===== config.mk =====
export PLATFORM = sky130hd
export DESIGN_NAME = top_level
export DESIGN_NICKNAME = d
export VERILOG_FILES = /design/src/rtl/top_level.sv
export SDC_FILE = /design/constraint.sdc
export NUM_CORES = 1
export LEC_CHECK = 0
export ABC_CLOCK_PERIOD_IN_PS = 3700
export CAP_MARGIN = 30
export CORE_MARGIN = 5
export CORE_UTILIZATION = 45
export DETAILED_ROUTE_END_ITERATION = 10
export GPL_ROUTABILITY_DRIVEN = 0
export PLACE_DENSITY = 0.74
export SYNTH_ARGS = -nofsm -noshare
export SYNTH_HDL_FRONTEND = slang
export SYNTH_SLANG_ARGS = --single-unit

===== constraint.sdc =====
create_clock -name clk -period 3.7 [get_ports clk]
set_input_delay 0.74 -clock clk [delete_from_list [all_inputs] [get_ports clk]]
set_output_delay 0.74 -clock clk [all_outputs]
set_load 0.005 [all_outputs]

===== src/rtl/top_level.sv =====
// top_level: board-level 8-bit ALU; buttons latch A, B and opcode from switches, LEDs show the result.
// Optional BTN_EDGE_SYNC_EN: synchronise buttons and load once per press on the rising edge.
module top_level #(
  parameter int NB_DATA = 8,
  parameter int NB_OP   = 6
) (
  input  logic               clk,
  input  logic               btnU,
  input  logic [NB_DATA-1:0] sw,
  input  logic               btnL,
  input  logic               btnR,
  input  logic               btnC,
  output logic [NB_DATA-1:0] led
);
  localparam logic [NB_OP-1:0] OP_ADD = 6'b100000;
  localparam logic [NB_OP-1:0] OP_SUB = 6'b100010;
  localparam logic [NB_OP-1:0] OP_AND = 6'b100100;
  localparam logic [NB_OP-1:0] OP_OR  = 6'b100101;
  localparam logic [NB_OP-1:0] OP_XOR = 6'b100110;
  localparam logic [NB_OP-1:0] OP_NOR = 6'b100111;
  localparam logic [NB_OP-1:0] OP_SRA = 6'b000011;
  localparam logic [NB_OP-1:0] OP_SRL = 6'b000010;
  logic [NB_DATA-1:0] r_a, r_b;
  logic [NB_OP-1:0]   r_op;
  logic [2:0]         w_load;
`ifdef BTN_EDGE_SYNC_EN
  logic [2:0] r_sync1, r_sync2, r_prev;
  always_ff @(posedge clk or negedge btnU)
    if (!btnU) begin
      r_sync1 <= '0;
      r_sync2 <= '0;
      r_prev  <= '0;
    end else begin
      r_sync1 <= {btnC, btnR, btnL};
      r_sync2 <= r_sync1;
      r_prev  <= r_sync2;
    end
  assign w_load = r_sync2 & ~r_prev;
`else
  assign w_load = {btnC, btnR, btnL};
`endif
  always_ff @(posedge clk or negedge btnU)
    if (!btnU) begin
      r_a  <= '0;
      r_b  <= '0;
      r_op <= '0;
    end else begin
      if (w_load[0]) r_a  <= sw;
      if (w_load[1]) r_b  <= sw;
      if (w_load[2]) r_op <= sw[NB_OP-1:0];
    end
  // Shift amounts of NB_DATA or more naturally saturate to sign fill / zero.
  always_comb begin
    led = '0;
    case (r_op)
      OP_ADD:  led = r_a + r_b;
      OP_SUB:  led = r_a - r_b;
      OP_AND:  led = r_a & r_b;
      OP_OR:   led = r_a | r_b;
      OP_XOR:  led = r_a ^ r_b;
      OP_NOR:  led = ~(r_a | r_b);
      OP_SRA:  led = $unsigned($signed(r_a) >>> r_b);
      OP_SRL:  led = r_a >> r_b;
      default: led = '0;
    endcase
  end
endmodule


==> results of run 1 <==
-- final cells by class --
| class | count | area, µm² |
|---|---|---|
| Clock inverter | 1 | 30.0 |
| Multi-Input combinational cell | 228 | 1730 |
| Sequential cell | 22 | 551 |
| Timing Repair Buffer | 53 | 445 |
| Fill cell | 508 | 2190 |
| Clock buffer | 3 | 41.3 |
| Tap cell | 70 | 87.6 |
| Inverter | 17 | 63.8 |
-- state kept, by name (all words and copies together), names as in the netlist --
register,count
r_op,6
r_a,8
r_b,8
-- layout by cell type (no fill, tap or decap), drive strengths merged, types with 2 or more instances in the layout --
master,count
buf,37
nand2,28
o21ai,24
ha,24
dfrtp,22
inv,17
nor2,17
clkdlybuf4s50,14
a21oi,13
mux2i,11
xnor2,10
mux2,10
a211oi,9
nor3,8
o21a,7
nor2b,5
xor2,5
a31oi,4
nand3,4
o31ai,4
o22ai,4
or4,4
and3,3
clkbuf,3
o31a,2
a2111oi,2
a221oi,2
nand4,2
o32ai,2
o211ai,2
dlygate4sd2,2
or3,2
a41oi,2
nor4,2
-- what timing repair did --
item                                    4_1_cts  5_1_grt
gates resized for setup                      27        4
buffers inserted                              1        1
endpoints found under the setup margin        7        8
pin swaps                                     5        4
-- logic make-up after synthesis --
group / synth area share
AOI/OAI and AO/OA: 0.234
adders and majority gates: 0.134
muxes: 0.0932
DFF: 0.230
xor gates and xnor gates: 0.0550
and+or+nand+nor: 0.183
buffers and inverters: 0.0707
-- per-stage QoR --
stage,TNS [ns],power (W),hold WS (ns),util,instances
CTS,-0.0590,0.000967,0.633,0.568,393
global placement,-0.476,0.000710,0.590,0.544,387
detailed placement,-0.654,0.000724,0.602,0.550,388
floorplan,0,0.000580,0.444,-,283
global route,-0.347,0.00104,0.657,0.574,394
finish,0,0.000971,0.631,0.574,394
-- path summary, 6_finish.rpt --
check | start | end | cells after the start
max | r_op[3]$_DFFE_PN0P_ | led[6] | 12
min | r_op[4]$_DFFE_PN0P_ | r_op[4]$_DFFE_PN0P_ | 2
max reg2reg | r_op[1]$_DFFE_PN0P_ | r_op[1]$_DFFE_PN0P_ | 2
min reg2reg | r_op[4]$_DFFE_PN0P_ | r_op[4]$_DFFE_PN0P_ | 2
max in group asynchronous | btnU | r_b[5]$_DFFE_PN0P_ | 2
min in group asynchronous | btnU | r_op[1]$_DFFE_PN0P_ | 1
-- per-layer routing --
layer	share of wire	track usage	vias up	wire length, µm
met4	0.0096	0.0446	0	62
met5	0	0	-	0
met3	0.070	0.0396	7	452
met2	0.45	0.294	67	2880
met1	0.47	0.263	1087	3070
li1	-	-	1122	-
-- critical path, delay by kind of cell, from the launching register on --
family                     cells  cell delay [ns]
and+or+nand+nor                4             0.73
buffers and inverters          2             0.29
adders and majority gates      1             0.32
DFF                            1             0.39
xor gates and xnor gates       1             0.12
AOI/OAI and AO/OA              4             0.80
-- power breakdown --
group	total [W]	switching, W	internal, W
Sequential	0.000291	0.0000283	0.000262
Combinational	0.000456	0.000241	0.000215
Clock	0.000225	0.0000801	0.000145
==> key figures, run 1 <==
Worst setup path
  • Startpoint Class: flop
  • Worst path cell trace: or3_4 -> nor2_4 -> buf_4 -> nor2_1 -> xnor2_1 -> ha_1 -> nor2b_1 -> o31a_1 -> o21a_1 -> o21a_1 -> o31ai_1 -> buf_2
  • WP data arrival: 2.91 ns
  • Req. time, crit path: 2.96 ns
  • Worst setup EP type: output port
  • Worst Path Max Fanout: 4
  • WS Path Type: flop to output port
  • Critical path's slowest cell: or3_4
  • Crit-path most repeated cell: o21a_1
  • Flop-to-flop setup slack: ~2.7 ns
  • Max incr delay on CP: 0.41 ns

Clock tree
  • TritonCTS clock tree: done
  • Clk_lat worst skew: 0.27 ns
  • Clk sink count: 22
  • Clock transition at path regs: roughly 0.08 ns
  • Max clock buf depth: 2
  • CTS root buf: clkbuf_8
  • CTS HTree Levels: 1
  • Post-cts hold buffer count: 0
  • CTS buffer count: 3

Drt
  • Wire per inst: 16.4 µm
  • Vias: 2283
  • Iteration-0 DRC Markers: 179
  • Drt pass-1 iters: 4
  • Wirelength, routed: roughly 6500 µm
  • Final ANT Viol Nets: 0
  • Vias per cell: 5.79
  • DRC: 0

Flow run
  • Max cap viols: 0

Placed design
  • Post-detail-place hpwl: 5060 µm
  • Port bufs: 20
  • Dpl ws: -0.174 ns
  • Dpl cell area: 2830 µm²

Yosys
  • Syn nets: approximately 320
  • Sequential fraction of the synthesis area: 0.230
  • Area leader, netlist: dfrtp_1
  • Number of synthesized flops with an enable pin: 0
  • Count leader, synth: nand2_1
  • Unique masters post-synth: 54
  • #FFs+latches synth: 22
  • Share of the synthesized area in the top cell type: 0.230
  • Post-Syn Instances: 283
  • Synth Flop Type: dfrtp_1
  • Async set-reset flop share out of synthesis: 1.00
  • Ys Warns: 0
  • Mapped Avg Cell Area: around 8.4 µm²
  • Cell Area, Synth: 2390 µm²
  • Top cells by count, synth: nand2_1 (28), ha_1 (24), o21ai_0 (24), dfrtp_1 (22), inv_1 (17)
  • Area contributors post-synth: dfrtp_1 (23%), ha_1 (13%), o21ai_0 (5.0%)

GRT
  • GRT Resource Usage Total: 0.188
  • Global-route wire length before repair: roughly 11000 µm
  • Vias in the first global route: ~2.2k
  • Largest net degree at the start of global routing: 27
  • Antenna violations before repair: 0
  • Grt total ovfl: 0

STA
  • Worst slew pin tran: about 0.75 ns
  • Final worst slack: 0.0498 ns
  • Endpoints failing hold: 0
  • Period minus WS final: 3.65 ns
  • Slew margin rel.: 0.490
  • Unrepaired setup endpoints after global routing: yes
  • Setup Skew: 0 ns
  • Fmax: ~270 MHz
  • Final period utilization: 0.987
  • Pins Over Slew Limit: 0
  • # setup viols final: 0

Run status
  • Status: completed

Layout
  • Nets: between 300 and 400
  • Final instance area: 2950 µm²
  • Number of diodes: 0
  • Area Growth Syn to Fin: 23.4%
  • Layout cells sized above 1: 0.207

Floorplanning
  • Row Count: 26
  • Die Ht: 82.9 µm
  • Core Region: 5140 µm²
  • Initial Util: 0.465
  • Die extent in x: 82.9 µm
  • DIE AREA: 6870 µm²
  • I/O pins: 21

Power
  • Max VDD drop: ~0.00024 V
  • LEAKAGE: 1.31 nW
  • Pwr dens: ~330 nW/µm²

Hold path
  • Hold crit path type: flop to flop
Power figures use the tool's default switching activity.
==> run 2: changes to the inputs <==
- SKIP_LAST_GASP: unset -> 1
==> run 2 against run 1 <==
  * Clock skew unchanged
  * Final area barely moved
  * Flip-flop and latch count unchanged
  * Sequential power about the same
==> key figures, run 2 (synthesized netlist as in run 1, its figures left out) <==
Layout
  • Commonest non-fill, non-tap cell in the layout: buf_4
  • Top Registers: r_a x8, r_b x8, r_op x6
  • Final instance area: a little under 3000 µm²
  • Post-route insts no fill: 394
  • Area of the multi-input gates: 1730 µm²
  • Most frequent cells in the layout: buf_4 (32), nand2_1 (28), o21ai_0 (24), ha_1 (24), dfrtp_1 (22)
  • Area Growth Syn to Fin: 23.2%
  • Layout cells sized above 1: 0.207
  • Nets: 363
  • Seq. cell area: approximately 550 µm²
  • # fillers: 509
  • Number of diodes: 0

Hold path
  • Hold crit path type: flop to flop
  • Hold path cells: 2

STA
  • Pins Over Slew Limit: 0
  • Worst slew pin tran: roughly 0.75 ns
  • Unrepaired setup endpoints after global routing: yes
  • Setup Skew: 0 ns
  • Endpoints failing hold: 0
  • # setup viols final: 0
  • Fmax: about 270 MHz
  • Final period utilization: 0.987
  • Worst hold margin: 0.631 ns
  • Slew margin rel.: 0.486
  • Period minus WS final: approximately 3.7 ns

Placed design
  • Post-detail-place hpwl: 5060 µm
  • Dpl cell area: between 2000 and 3000 µm²
  • DP Cell Count: 388
  • Port bufs: 20

GRT
  • Vias in the first global route: 2215
  • Grt total ovfl: 0
  • Global-route wire length before repair: 10800 µm
  • Antenna violations before repair: 0
  • GRT Resource Usage Total: 0.187
  • Largest net degree at the start of global routing: 27

Flow run
  • Max cap viols: 0

Drt
  • Final ANT Viol Nets: 0
  • Drt pass-1 iters: 4
  • Vias per cell: just under 6
  • Wire per inst: 16.5 µm
  • Vias: 2275
  • DRC: 0
  • Wirelength, routed: 6520 µm
  • Iteration-0 DRC Markers: around 250

Worst setup path
  • Worst Path Max Fanout: 2
  • Startpoint Class: flop
  • Reg2Reg Depth: 2
  • Worst setup EP type: output port
  • WS Path Type: flop to output port
  • WP data arrival: 2.91 ns
  • Req. time, crit path: 2.96 ns

Clock tree
  • Clock transition at path regs: 0.08 ns
  • CTS HTree Levels: 1
  • Clk_lat worst skew: 0.27 ns
  • TritonCTS clock tree: done
  • Clk sink count: 22
  • Max clock buf depth: 2
  • Post-cts hold buffer count: 0
  • CTS root buf: clkbuf_8
  • CTS buffer count: 3

Floorplanning
  • Initial Util: 0.465
  • Core Region: about 5100 µm²
  • DIE AREA: approximately 6900 µm²
  • Row Count: 26
  • Die extent in x: 82.9 µm
  • I/O pins: 21
  • Die Ht: slightly above 80 µm

Power
  • Max VDD drop: 0.000240 V
  • LEAKAGE: between 1 and 1.5 nW
  • Total power: 0.000974 W
  • Pwr dens: 331 nW/µm²

Run status
  • Status: completed
[run 2: worst paths after layout]
kind | slack (ns) | from | to
min in group asynchronous | 0.76 | btnU | r_op[1]$_DFFE_PN0P_
worst min register to register | 0.63 | r_op[4]$_DFFE_PN0P_ | r_op[4]$_DFFE_PN0P_
worst max register to register | 2.68 | r_op[1]$_DFFE_PN0P_ | r_op[1]$_DFFE_PN0P_
worst max-delay path | 0.05 | r_op[3]$_DFFE_PN0P_ | led[3]
worst min-delay path | 0.63 | r_op[4]$_DFFE_PN0P_ | r_op[4]$_DFFE_PN0P_
max in group asynchronous | 2.52 | btnU | r_b[5]$_DFFE_PN0P_
[run 2: area by class of cell]
type                    instances  share of cell area
multi-input cells             228               0.586
flip-flops and latches         22               0.187
repair buffers                 53               0.151
well taps                      70              0.0297
inverters                      17              0.0217
clock buffers                   3              0.0140
clock inverters                 1              0.0102
[run 2: routing by layer]
layer  GRT usage  share of wire  wire length (µm)  vias to the layer above
met4      0.0446         0.0095                62                        0
met5           0              0                 0                        -
li1            -              -                 -                     1124
met2       0.294           0.45              2940                       75
met3      0.0386          0.079               517                        7
met1       0.263           0.46              3000                     1069
[run 2: power by group]
part           leakage, nW  internal (W)  switching (W)
combinational         1.01      0.000216       0.000243
clock               0.0357      0.000145      0.0000803
sequential           0.264      0.000262      0.0000286
[run 2: critical path, stage by stage, from the launching register on]
cell and delay (ns):
dfrtp_1 0.39, or3_4 0.40, nor2_4 0.12, mux2_4 0.33, inv_2 0.05, ha_1 0.21, nor2b_1 0.14, o21a_1 0.18
nor3_2 0.15, nor3_1 0.08, or4_1 0.44, buf_2 0.15
[run 2: stage by stage]
step | utilization | setup TNS (ns) | setup slack, ns
floorplan | - | 0 | 0.272
detailed placement | 0.550 | -0.654 | -0.174
CTS | 0.569 | -0.131 | -0.0716
finish | 0.573 | 0 | 0.0473
global placement | 0.544 | -0.476 | -0.128
global route | 0.573 | -0.374 | -0.0887
[run 2: repair_timing]
item | in CTS | in global routing
resized for setup | 23 | 8
endpoints found under the setup margin | 7 | 8
pin swaps | 5 | 5
gates cloned | 0 | 0
buffers inserted | 1 | 1
==> run 3: changes to the inputs <==
- SLEW_MARGIN: unset -> 20
==> run 3 against run 2 <==
  * Combinational power is essentially flat
  * Setup slack lost 0.0085 ns
  * Hold slack worse by 0.00074 ns
  * Highest routed layer unchanged
==> key figures, run 3 (synthesized netlist as in run 1, its figures left out) <==
Run status
  • Status: completed

Floorplanning
  • Initial Util: 0.465
  • Die extent in x: 82.9 µm
  • I/O pins: 21
  • Row Count: 26
  • Core Region: 5140 µm²
  • Die Ht: around 83 µm
  • DIE AREA: 6870 µm²

STA
  • Pins Over Slew Limit: 0
  • Endpoints failing hold: 0
  • # setup viols final: 0
  • Period minus WS final: approximately 3.7 ns
  • Slew margin rel.: 0.500
  • Worst slew pin tran: 0.731 ns
  • Unrepaired setup endpoints after global routing: yes
  • Worst hold margin: 0.631 ns
  • Final worst slack: 0.0388 ns
  • Final period utilization: 0.990
  • Fmax: 273 MHz
  • Setup Skew: 0 ns

Drt
  • Final ANT Viol Nets: 0
  • Wirelength, routed: ~6500 µm
  • Vias per cell: 5.72
  • Iteration-0 DRC Markers: between 200 and 250
  • Wire per inst: 16.6 µm
  • Vias: 2249
  • Drt pass-1 iters: 4
  • DRC: 0

GRT
  • Grt total ovfl: 0
  • Antenna violations before repair: 0
  • Vias in the first global route: 2191
  • Largest net degree at the start of global routing: 27
  • GRT Resource Usage Total: 0.185
  • Global-route wire length before repair: about 11000 µm

Worst setup path
  • Worst Path Max Fanout: 4
  • Worst setup startpoint: r_op[3]$_DFFE_PN0P_
  • WP data arrival: 2.92 ns
  • Worst R2R Start: r_op[1]$_DFFE_PN0P_
  • WS Path Type: flop to output port
  • Flop-to-flop setup slack: around 2.7 ns
  • Startpoint Class: flop
  • Worst setup EP type: output port
  • Req. time, crit path: slightly below 3 ns

Layout
  • Commonest non-fill, non-tap cell in the layout: buf_4
  • Number of diodes: 0
  • Seq. cell area: 551 µm²
  • Nets: 362
  • Area of the multi-input gates: 1740 µm²
  • Post-route insts no fill: 393
  • Top Registers: r_a x8, r_b x8, r_op x6
  • Most frequent cells in the layout: buf_4 (30), nand2_1 (28), o21ai_0 (24), ha_1 (24), dfrtp_1 (22)
  • Area Growth Syn to Fin: 23.1%
  • Layout cells sized above 1: 0.211
  • # fillers: 500

Clock tree
  • Post-cts hold buffer count: 0
  • TritonCTS clock tree: done
  • CTS root buf: clkbuf_8
  • Clk sink count: 22
  • CTS buffer count: 3
  • Max clock buf depth: 2
  • Clk_lat worst skew: 0.26 ns
  • CTS HTree Levels: 1
  • Clock transition at path regs: ~0.090 ns

Flow run
  • Max cap viols: 0

Placed design
  • Post-detail-place hpwl: 5080 µm
  • Port bufs: 20
  • DP Cell Count: about 390
  • Dpl ws: -0.173 ns

Power
  • Total power: 0.000976 W
  • LEAKAGE: 1.32 nW
  • Max VDD drop: around 0.00024 V
  • Pwr dens: 332 nW/µm²

Hold path
  • Worst hold start: r_op[3]$_DFFE_PN0P_
  • Hold crit path type: flop to flop
==> run 3: repair_timing <==
item                       in CTS  in global routing
pin swaps                       6                  8
setup buffers                   0                  1
gates resized for setup        24                 11
setup endpoints to repair       7                  7
==> run 3: power by group <==
| group | switching, W | internal [W] | total [W] |
|---|---|---|---|
| Clock | 0.0000812 | 0.000145 | 0.000226 |
| Combinational | 0.000243 | 0.000217 | 0.000459 |
| Sequential | 0.0000287 | 0.000262 | 0.000291 |
| Total | 0.000353 | 0.000624 | 0.000976 |
==> run 3: per-layer routing <==
layer	GRT usage	vias to the layer above	wire, µm
li1	-	1116	-
met5	0	-	0
met4	0.0282	0	42
met1	0.268	1067	3030
met3	0.0307	6	406
met2	0.294	60	3030
==> run 3: area by class of cell <==
cell class | instances | area share
Inverter | 17 | 0.0217
Tap cell | 70 | 0.0298
Sequential cell | 22 | 0.187
Clock buffer | 3 | 0.0140
Multi-Input combinational cell | 228 | 0.591
Clock inverter | 1 | 0.0102
Timing Repair Buffer | 52 | 0.147
==> run 3: path summary, 6_finish.rpt <==
| check | endpoint | cells after the start |
|---|---|---|
| max | led[6] | 13 |
| min | r_op[3]$_DFFE_PN0P_ | 2 |
| max reg2reg | r_op[1]$_DFFE_PN0P_ | 2 |
| min reg2reg | r_op[3]$_DFFE_PN0P_ | 2 |
| max in group asynchronous | r_a[7]$_DFFE_PN0P_ | 2 |
| min in group asynchronous | r_b[0]$_DFFE_PN0P_ | 1 |
==> run 3: metrics by stage <==
step	utilization	instance area (µm²)	setup TNS [ns]
final	0.573	2940	0
after global routing	0.573	2940	-0.415
after CTS	0.568	2920	-0.146
after detailed placement	0.547	2810	-0.645
after global placement	0.544	2800	-0.476
after floorplan	-	2390	0
==> run 3: critical path: stages, from the launching register on <==
cell and delay, ns:
dfrtp_1 0.38, or3_4 0.40, nor2_4 0.16, buf_6 0.12
buf_4 0.11, a21oi_1 0.04, xnor2_1 0.14, ha_1 0.37
o21a_1 0.13, o31a_1 0.12, o21a_1 0.19, o21a_1 0.16
o31ai_1 0.19, buf_2 0.15
